### config.mk
export PLATFORM = sky130hd
export DESIGN_NAME = wb_exc_commit
export DESIGN_NICKNAME = d
export VERILOG_FILES = /design/src/rtl/wb_exc_commit_pkg.sv /design/src/rtl/wb_exc_commit_exc_prio_enc.sv /design/src/rtl/wb_exc_commit.sv
export SDC_FILE = /design/constraint.sdc
export NUM_CORES = 1
export LEC_CHECK = 0
export ABC_AREA = 1
export CAP_MARGIN = 25
export CORE_AREA = 2 2 192 194
export CTS_CLUSTER_DIAMETER = 100
export DETAILED_ROUTE_END_ITERATION = 7
export DIE_AREA = 0 0 194 196
export GPL_TIMING_DRIVEN = 1
export PLACE_DENSITY = 0.71
export SETUP_SLACK_MARGIN = 0.15
export SYNTH_ARGS = -nofsm -noshare
export SYNTH_HDL_FRONTEND = slang
export SYNTH_SLANG_ARGS = --single-unit
export TNS_END_PERCENT = 50
### constraint.sdc
create_clock -name clk -period 3.15 [get_ports clk]
set_input_delay 0.945 -clock clk [delete_from_list [all_inputs] [get_ports clk]]
set_output_delay 0.945 -clock clk [all_outputs]
set_load 0.02 [all_outputs]
### src/rtl/wb_exc_commit_pkg.sv
// Shared writeback-stage definitions: CSR index width, exception codes,
// subcodes, exception flag bit positions and the WB state encoding.
package wb_exc_commit_pkg;

    localparam int WIDTH_CSR_NUM = 14;

    // Exception codes reported to the CSR file
    localparam logic [5:0] ECODE_INT = 6'h00;
    localparam logic [5:0] ECODE_ADE = 6'h08;
    localparam logic [5:0] ECODE_ALE = 6'h09;
    localparam logic [5:0] ECODE_SYS = 6'h0B;
    localparam logic [5:0] ECODE_BRK = 6'h0C;
    localparam logic [5:0] ECODE_INE = 6'h0D;

    // ADE splits into fetch-side and memory-side faults
    localparam logic [8:0] ESUBCODE_ADEF = 9'd0;
    localparam logic [8:0] ESUBCODE_ADEM = 9'd1;

    // Bit positions inside the exception flag vector carried from MEM
    localparam int EXC_VEC_ADEF = 0;
    localparam int EXC_VEC_INE  = 1;
    localparam int EXC_VEC_SYS  = 2;
    localparam int EXC_VEC_BRK  = 3;
    localparam int EXC_VEC_ALE  = 4;
    localparam int EXC_VEC_ADEM = 5;
    localparam int EXC_VEC_W    = 6;

    typedef enum logic [0:0] {
        WS_NORMAL = 1'b0,
        WS_FLUSH  = 1'b1
    } ws_state_t;

endpackage

### src/rtl/wb_exc_commit_exc_prio_enc.sv
// Exception priority encoder: INT > ADEF > INE > SYS > BRK > ALE > ADEM.
// use_vaddr marks the data-address faults whose bad address is the
// memory address rather than the instruction PC.
module exc_prio_enc
    import wb_exc_commit_pkg::*;
(
    input  logic [EXC_VEC_W-1:0] exc_vec,
    input  logic                 int_tag,
    output logic                 exc,
    output logic [5:0]           ecode,
    output logic [8:0]           esubcode,
    output logic                 use_vaddr
);

    // Select the highest-priority pending cause
    always_comb begin
        exc       = int_tag || (|exc_vec);
        ecode     = ECODE_INT;
        esubcode  = ESUBCODE_ADEF;
        use_vaddr = 1'b0;
        if (int_tag) begin
            ecode = ECODE_INT;
        end else if (exc_vec[EXC_VEC_ADEF]) begin
            ecode    = ECODE_ADE;
            esubcode = ESUBCODE_ADEF;
        end else if (exc_vec[EXC_VEC_INE]) begin
            ecode = ECODE_INE;
        end else if (exc_vec[EXC_VEC_SYS]) begin
            ecode = ECODE_SYS;
        end else if (exc_vec[EXC_VEC_BRK]) begin
            ecode = ECODE_BRK;
        end else if (exc_vec[EXC_VEC_ALE]) begin
            ecode     = ECODE_ALE;
            use_vaddr = 1'b1;
        end else if (exc_vec[EXC_VEC_ADEM]) begin
            ecode     = ECODE_ADE;
            esubcode  = ESUBCODE_ADEM;
            use_vaddr = 1'b1;
        end
    end

endmodule

### src/rtl/wb_exc_commit.sv
// Writeback commit and exception arbitration. Holds the WB register for
// one cycle per instruction, raises exception / ERTN / CSR / GPR strobes
// and, on an exceptional or ERTN commit, flushes the pipeline and holds a
// fetch redirect until fetch accepts it.
// Optional golden-trace outputs are enabled with WB_DEBUG_TRACE_EN.
module wb_exc_commit
    import wb_exc_commit_pkg::*;
(
    input  logic                     clk,
    input  logic                     reset,
    input  logic                     ms_valid,
    output logic                     ws_allowin,
    input  logic [31:0]              ms_pc,
    input  logic [EXC_VEC_W-1:0]     ms_exc_vec,
    input  logic [31:0]              ms_vaddr,
    input  logic                     ms_ertn,
    input  logic                     ms_csr_we,
    input  logic [WIDTH_CSR_NUM-1:0] ms_csr_num,
    input  logic [31:0]              ms_csr_wmask,
    input  logic [31:0]              ms_csr_wvalue,
    input  logic                     ms_rf_we,
    input  logic [4:0]               ms_rf_waddr,
    input  logic [31:0]              ms_rf_wdata,
    input  logic                     has_int,
    input  logic [31:0]              ex_entry,
    input  logic [31:0]              ertn_pc,
    output logic                     wb_ex,
    output logic [31:0]              wb_pc,
    output logic [5:0]               wb_ecode,
    output logic [8:0]               wb_esubcode,
    output logic [31:0]              wb_vaddr,
    output logic                     ertn_flush,
    output logic                     csr_we,
    output logic [WIDTH_CSR_NUM-1:0] csr_num,
    output logic [31:0]              csr_wmask,
    output logic [31:0]              csr_wvalue,
    output logic                     rf_we,
    output logic [4:0]               rf_waddr,
    output logic [31:0]              rf_wdata,
    output logic                     ws_flush,
    output logic                     flush_valid,
    output logic [31:0]              flush_pc,
    input  logic                     flush_ready
`ifdef WB_DEBUG_TRACE_EN
    ,
    output logic [31:0]              debug_wb_pc,
    output logic [3:0]               debug_wb_rf_we,
    output logic [4:0]               debug_wb_rf_wnum,
    output logic [31:0]              debug_wb_rf_wdata
`endif
);

    ws_state_t                state_reg, state_next;
    logic                     ws_valid_reg;
    logic [31:0]              ws_pc_reg;
    logic [EXC_VEC_W-1:0]     ws_exc_vec_reg;
    logic [31:0]              ws_vaddr_reg;
    logic                     ws_ertn_reg;
    logic                     ws_csr_we_reg;
    logic [WIDTH_CSR_NUM-1:0] ws_csr_num_reg;
    logic [31:0]              ws_csr_wmask_reg;
    logic [31:0]              ws_csr_wvalue_reg;
    logic                     ws_rf_we_reg;
    logic [4:0]               ws_rf_waddr_reg;
    logic [31:0]              ws_rf_wdata_reg;
    logic [31:0]              flush_pc_reg;

    logic       commit;
    logic       redirect;
    logic       load;
    logic       exc;
    logic       use_vaddr;
    logic [5:0] ecode;
    logic [8:0] esubcode;

    // A WB instruction only commits while no redirect is outstanding
    assign commit   = ws_valid_reg && (state_reg == WS_NORMAL);
    assign redirect = commit && (exc || ws_ertn_reg);
    assign load     = ms_valid && ws_allowin && (state_reg == WS_NORMAL) && !ws_flush;

    // Interrupts are only meaningful against a committing instruction
    exc_prio_enc u_prio_enc (
        .exc_vec   (ws_exc_vec_reg),
        .int_tag   (has_int && commit),
        .exc       (exc),
        .ecode     (ecode),
        .esubcode  (esubcode),
        .use_vaddr (use_vaddr)
    );

    // WB pipeline register: one cycle per instruction, dropped while flushing
    always_ff @(posedge clk) begin
        if (reset) begin
            ws_valid_reg      <= 1'b0;
            ws_pc_reg         <= '0;
            ws_exc_vec_reg    <= '0;
            ws_vaddr_reg      <= '0;
            ws_ertn_reg       <= 1'b0;
            ws_csr_we_reg     <= 1'b0;
            ws_csr_num_reg    <= '0;
            ws_csr_wmask_reg  <= '0;
            ws_csr_wvalue_reg <= '0;
            ws_rf_we_reg      <= 1'b0;
            ws_rf_waddr_reg   <= '0;
            ws_rf_wdata_reg   <= '0;
        end else begin
            ws_valid_reg <= load;
            if (load) begin
                ws_pc_reg         <= ms_pc;
                ws_exc_vec_reg    <= ms_exc_vec;
                ws_vaddr_reg      <= ms_vaddr;
                ws_ertn_reg       <= ms_ertn;
                ws_csr_we_reg     <= ms_csr_we;
                ws_csr_num_reg    <= ms_csr_num;
                ws_csr_wmask_reg  <= ms_csr_wmask;
                ws_csr_wvalue_reg <= ms_csr_wvalue;
                ws_rf_we_reg      <= ms_rf_we;
                ws_rf_waddr_reg   <= ms_rf_waddr;
                ws_rf_wdata_reg   <= ms_rf_wdata;
            end
        end
    end

    // State register plus the redirect target captured at commit
    always_ff @(posedge clk) begin
        if (reset) begin
            state_reg    <= WS_NORMAL;
            flush_pc_reg <= '0;
        end else begin
            state_reg <= state_next;
            if (redirect) begin
                flush_pc_reg <= exc ? ex_entry : ertn_pc;
            end
        end
    end

    // Next state: enter FLUSH on a redirecting commit, leave on handshake
    always_comb begin
        state_next = state_reg;
        case (state_reg)
            WS_NORMAL: if (redirect)    state_next = WS_FLUSH;
            WS_FLUSH:  if (flush_ready) state_next = WS_NORMAL;
            default:                    state_next = WS_NORMAL;
        endcase
    end

    // Outputs: strobes gated by commit, flush controls from state
    always_comb begin
        ws_allowin  = 1'b1;
        wb_ex       = commit && exc;
        ertn_flush  = commit && !exc && ws_ertn_reg;
        csr_we      = commit && !exc && ws_csr_we_reg;
        rf_we       = commit && !exc && ws_rf_we_reg;
        ws_flush    = redirect || (state_reg == WS_FLUSH);
        flush_valid = (state_reg == WS_FLUSH);
    end

    assign wb_pc       = ws_pc_reg;
    assign wb_ecode    = ecode;
    assign wb_esubcode = esubcode;
    assign wb_vaddr    = use_vaddr ? ws_vaddr_reg : ws_pc_reg;
    assign csr_num     = ws_csr_num_reg;
    assign csr_wmask   = ws_csr_wmask_reg;
    assign csr_wvalue  = ws_csr_wvalue_reg;
    assign rf_waddr    = ws_rf_waddr_reg;
    assign rf_wdata    = ws_rf_wdata_reg;
    assign flush_pc    = flush_pc_reg;

`ifdef WB_DEBUG_TRACE_EN
    assign debug_wb_pc       = ws_pc_reg;
    assign debug_wb_rf_we    = {4{rf_we}};
    assign debug_wb_rf_wnum  = ws_rf_waddr_reg;
    assign debug_wb_rf_wdata = ws_rf_wdata_reg;
`endif

endmodule

; ---- Word level (Yosys, flattened, before mapping)
; Index checks and enable logic that the tools add are counted.
[op_classes]
mux = 26
n_bitwise = 1
n_reduce_logical = 16
[ops]
columns = op, count
row1 = 32-bit 2-to-1 mux, 2
row2 = 9-bit 2-to-1 mux, 6
row3 = 6-bit 2-to-1 mux, 6
row4 = 1-bit logical AND, 10
row5 = 1-bit 2-to-1 mux, 10
row6 = 6-bit OR reduction, 1
row7 = 4-bit 2-to-1 mux, 1
row8 = 1-bit logical OR, 3
row9 = 1-bit logical NOT, 2
row10 = 1-bit one-hot mux with 2 select lines, 1
row11 = 1-bit inverter, 1
[word_totals]
register_bits = 222
input_bits = 257
output_inout_bits = 233
wordCells = 57

; ---- Logic depth before layout (Yosys ltp)
[depth]
ltp_word = 9
mapped_depth = 10
depth_no_buf = 8

; ---- Hierarchy
; Synthesis repeated with hierarchy kept, for this count alone.
[unflattened]
hier_cells = 1981
hier_area_um2 = 11801.3
[modules_own_cells]
columns = mod, n_inst, cells_per_inst, area_per_inst_um2, seq_area_each_um2
row1 = wb_exc_commit, 1, 1945, 11616.1, 4444.3
row2 = exc_prio_enc, 1, 36, 185.2, 0.0

; ---- Worst setup path before layout
; No wires, ideal clock.
[synth_path]
kind = input to output
from = input port has_int
to = output port wb_vaddr[0]
arrival_time_ns = 2.043
setup_slack_ns = 0.162
stages = 4
path_buffers = 1
path_cell_list = nand3_2 -> nand4_1 -> clkbuf_1 -> o21ai_0
[synth_via]
elab_chain_len = 3
[synth_rtl]
columns = item, line
row1 = start: declaration, wb_exc_commit.sv:24  ; input logic has_int,
row2 = 1-bit logical AND, wb_exc_commit.sv:84  ; .int_tag (has_int && commit),
row3 = 1-bit 2-to-1 mux, wb_exc_commit_exc_prio_enc.sv:21  ; if (int_tag) begin
row4 = 32-bit 2-to-1 mux, wb_exc_commit.sv:161  ; assign wb_vaddr = use_vaddr ? ws_vaddr_reg : ws_pc_reg;
row5 = end: declaration, wb_exc_commit.sv:31  ; output logic [31:0] wb_vaddr,
; Every way passes these cells.

; ---- Final worst setup path
[layout_path]
from = input port has_int
to = output port wb_vaddr[21]
; Same word-level chain as after synthesis.

==> impl_metrics.env <==
export IMPL_status="complete, no violations"
export IMPL_die_area_um2=38000
export IMPL_final_nets=2653
export IMPL_num_vias=12800
export IMPL_rr_startpoint="ws_exc_vec_reg[2]"
export IMPL_grtUsageTotal_pct=20.7
export IMPL_worst_path_max_fanout=8
export IMPL_p_per_area_nw_per_um2=532
export IMPL_muxShareOfSynthArea_pct=0
export IMPL_r2r_slack_ns=0.98
export IMPL_required_ns=2.20
export IMPL_slew_violations=0
export IMPL_dpl_cell_count=2832
export IMPL_drive_above_1_share_pct=5.63
export IMPL_fin_crit_ns=2.97
export IMPL_p_leak_nw=9.54
export IMPL_ff2ff_path_depth=10
export IMPL_port_buffers=478
export IMPL_hp_class="reg2reg"
export IMPL_min_from="flush_pc[23]"
export IMPL_grt_max_degree=191
export IMPL_dp_hpwl_mm=29.5
export IMPL_fin_skew_ns=0.0168
export IMPL_cts_buffers=26
export IMPL_place_area_um2=17000
export IMPL_clkSinkCount=222
export IMPL_synthXorXnorAreaFrac_pct=0
export IMPL_ys_warn_count=0
export IMPL_drt_total_wl_mm=41.1
export IMPL_period_share_pct=94.2
export IMPL_clockRootBuffer="clkbuf_16"
export IMPL_gp_congestion=0.918
export IMPL_worstHoldPathCells=2
export IMPL_area_growth_synth_to_final_pct=52.3
export IMPL_crit_path_start_kind="input pin"
export IMPL_min_to="flush_pc[23]"
export IMPL_synthAdderAreaFrac_pct=0
export IMPL_die_h_um=196
export IMPL_top_layer_used="met5"
export IMPL_fin_tns_setup_ns=0
export IMPL_synthCells=1971
export IMPL_worstSetupPathType="in2out"
export IMPL_drt_iter0_markers=571
export IMPL_ant_nets=0
export IMPL_worstReg2RegEnd="csr_num[0]"
export IMPL_tightest_slew_ns=1.10
export IMPL_fin_cells=2883
export IMPL_grt_pass1_vias=12400
export IMPL_rows=70
export IMPL_synth_top_cell_by_area="dfxtp_1"
export IMPL_wl_met2_mm=20.2
export IMPL_synth_top_area_share_pct=37.9
export IMPL_cts_tree="built"
export IMPL_grt_pass1_wl_mm=64.5
export IMPL_route_detailed_drc=0
export IMPL_ys_seq_elements=222
export IMPL_cts_max_level=1
export IMPL_detail_route_first_pass_iterations=5
export IMPL_drv_cap=0
export IMPL_wl_per_cell_um=14.3
export IMPL_synth_top_family_by_area="simple AND/OR/NAND/NOR gates"
export IMPL_mappedNetlistArea_um2=11700
export IMPL_die_width_um=194
export IMPL_stdcell_area_um2=17800
export IMPL_fmax_ghz=0.337
export IMPL_synth_compound_area_share_pct=2.93
export IMPL_setup_viol=0
export IMPL_cp_arrival_ns=2.02
export IMPL_synth_avg_cell_area_um2=5.94
export IMPL_coreArea_um2=36100
export IMPL_io_pins=490
export IMPL_insertion_delay_ns=0.54
export IMPL_slew_limit_headroom_pct=26.9
export IMPL_rsz0062_at_grt="true"
export IMPL_wl_met1_mm=15.8
export IMPL_overflow=0
export IMPL_synth_cell_types=22
export IMPL_antenna_found_initial=2
export IMPL_seq_area_frac_synth_pct=37.9
export IMPL_timing_final_hold_violations=0
export IMPL_yosys_area_share_simple_pct=35.6
export IMPL_vias_per_cell=4.45
export IMPL_fillers=3563
export IMPL_cts_clk_slew_worst_paths_ns=0.06
export IMPL_cts_path_max_buffers=3
export IMPL_wl_met3_mm=3.31
export IMPL_worst_ir_drop_vdd_v=0.000363
export IMPL_endpoint_kind="output port"
export IMPL_synthTopCellsByArea="dfxtp_1, nand2_1, inv_1"
export IMPL_start_util_pct=32.5
==> stage by stage <==
stage / setup WS (ns) / power (mW) / util [%] / hold slack, ns
3_3_place_gp: -0.575 / 6.43 / 47.1 / 0.451
3_5_place_dp: -0.635 / 6.48 / 47.1 / 0.458
6_report: 0.183 / 9.50 / 49.4 / 0.467
5_1_grt: 0.128 / 10.0 / 49.4 / 0.485
2_1_floorplan: 0.162 / 5.04 / - / 0.487
4_1_cts: 0.119 / 9.59 / 49.4 / 0.468
==> metal layers <==
| layer | GRT usage [%] | vias to the layer above |
|---|---|---|
| li1 | - | 6547 |
| met1 | 23.3 | 5679 |
| met2 | 36.8 | 503 |
| met3 | 5.19 | 104 |
| met4 | 9.40 | 2 |
| met5 | 0 | - |
==> critical path, cell delays in order <==
cell and delay, ns:
clkbuf_2 0.09, nand3_2 0.06, nand4_1 0.16, buf_6 0.20
buf_8 0.14, buf_6 0.13, o21ai_4 0.15, buf_6 0.14
==> synth_stat cells, drive strengths merged <==
cell type and count:
clkbuf 53, nand4 191, dfxtp 222, nand3 2, nand2 575, nor4 2
a211oi 1, nor3 1, nor2 199, a21oi 34, inv 573, conb 2
o21ai 33, buf 83
==> power breakdown <==
group	total [mW]	switching, mW	internal (mW)
Sequential	3.31	0.185	3.13
Combinational	3.12	1.77	1.35
Clock	3.06	1.23	1.83
Total	9.50	3.18	6.31
==> worst max path at each step <==
stage	start	endpoint	slack [ns]	depth (start not counted)
6_report	has_int	wb_vaddr[21]	0.18	8
5_1_grt	ws_exc_vec_reg[2]	wb_vaddr[21]	0.13	7
4_1_cts	has_int	wb_vaddr[30]	0.12	7
3_5_place_dp	has_int	wb_vaddr[17]	-0.63	7
3_3_place_gp	has_int	wb_vaddr[2]	-0.58	7
2_1_floorplan	has_int	wb_vaddr[0]	0.16	4
==> layout make-up <==
type	count	area, µm²	area share, %
inverters	573	2160	12.1
clock buffers	34	712	3.99
diodes	1	2.50	0.0140
clock inverters	12	144	0.807
repair buffers	524	5200	29.1
well taps	468	586	3.28
multi-input cells	1049	4590	25.7
flip-flops and latches	222	4440	24.9
==> kinds of logic (layout without fill, tap and decap cells) <==
group           Yosys count  after routing
simple gates            970            970
buf+inv                 709           1143
flops                   222            222
compound gates           68             68
other cells               2             12
==> timing repair <==
| action | CTS | global route |
|---|---|---|
| hold buffers | 0 | 0 |
| resized for setup | 221 | 11 |
| buffers inserted | 2 | 0 |
| setup endpoints to repair | 42 | 37 |
| pin swaps | 1 | 1 |
| gates cloned | 2 | 0 |
==> placed cells by master, fill, tap and decap left out, types with 3 or more instances in the layout <==
master / Yosys / layout
inv_1: 571 / 571
dfxtp_1: 222 / 222
nand2_1: 575 / 573
nor2_1: 197 / 196
clkbuf_16: 0 / 27
a21oi_1: 34 / 34
conb_1: 2 / 11
buf_12: 0 / 14
clkdlybuf4s50_1: 0 / 434
buf_2: 38 / 27
o21ai_1: 0 / 21
clkinv_2: 0 / 6
inv_6: 0 / 3
nand4_1: 189 / 189
dlygate4sd2_1: 0 / 7
buf_4: 12 / 29
buf_6: 0 / 8
o21ai_0: 33 / 9
bufinv_16: 0 / 3
clkbuf_1: 53 / 6
Note: power is estimated with default switching activity, not from simulation.
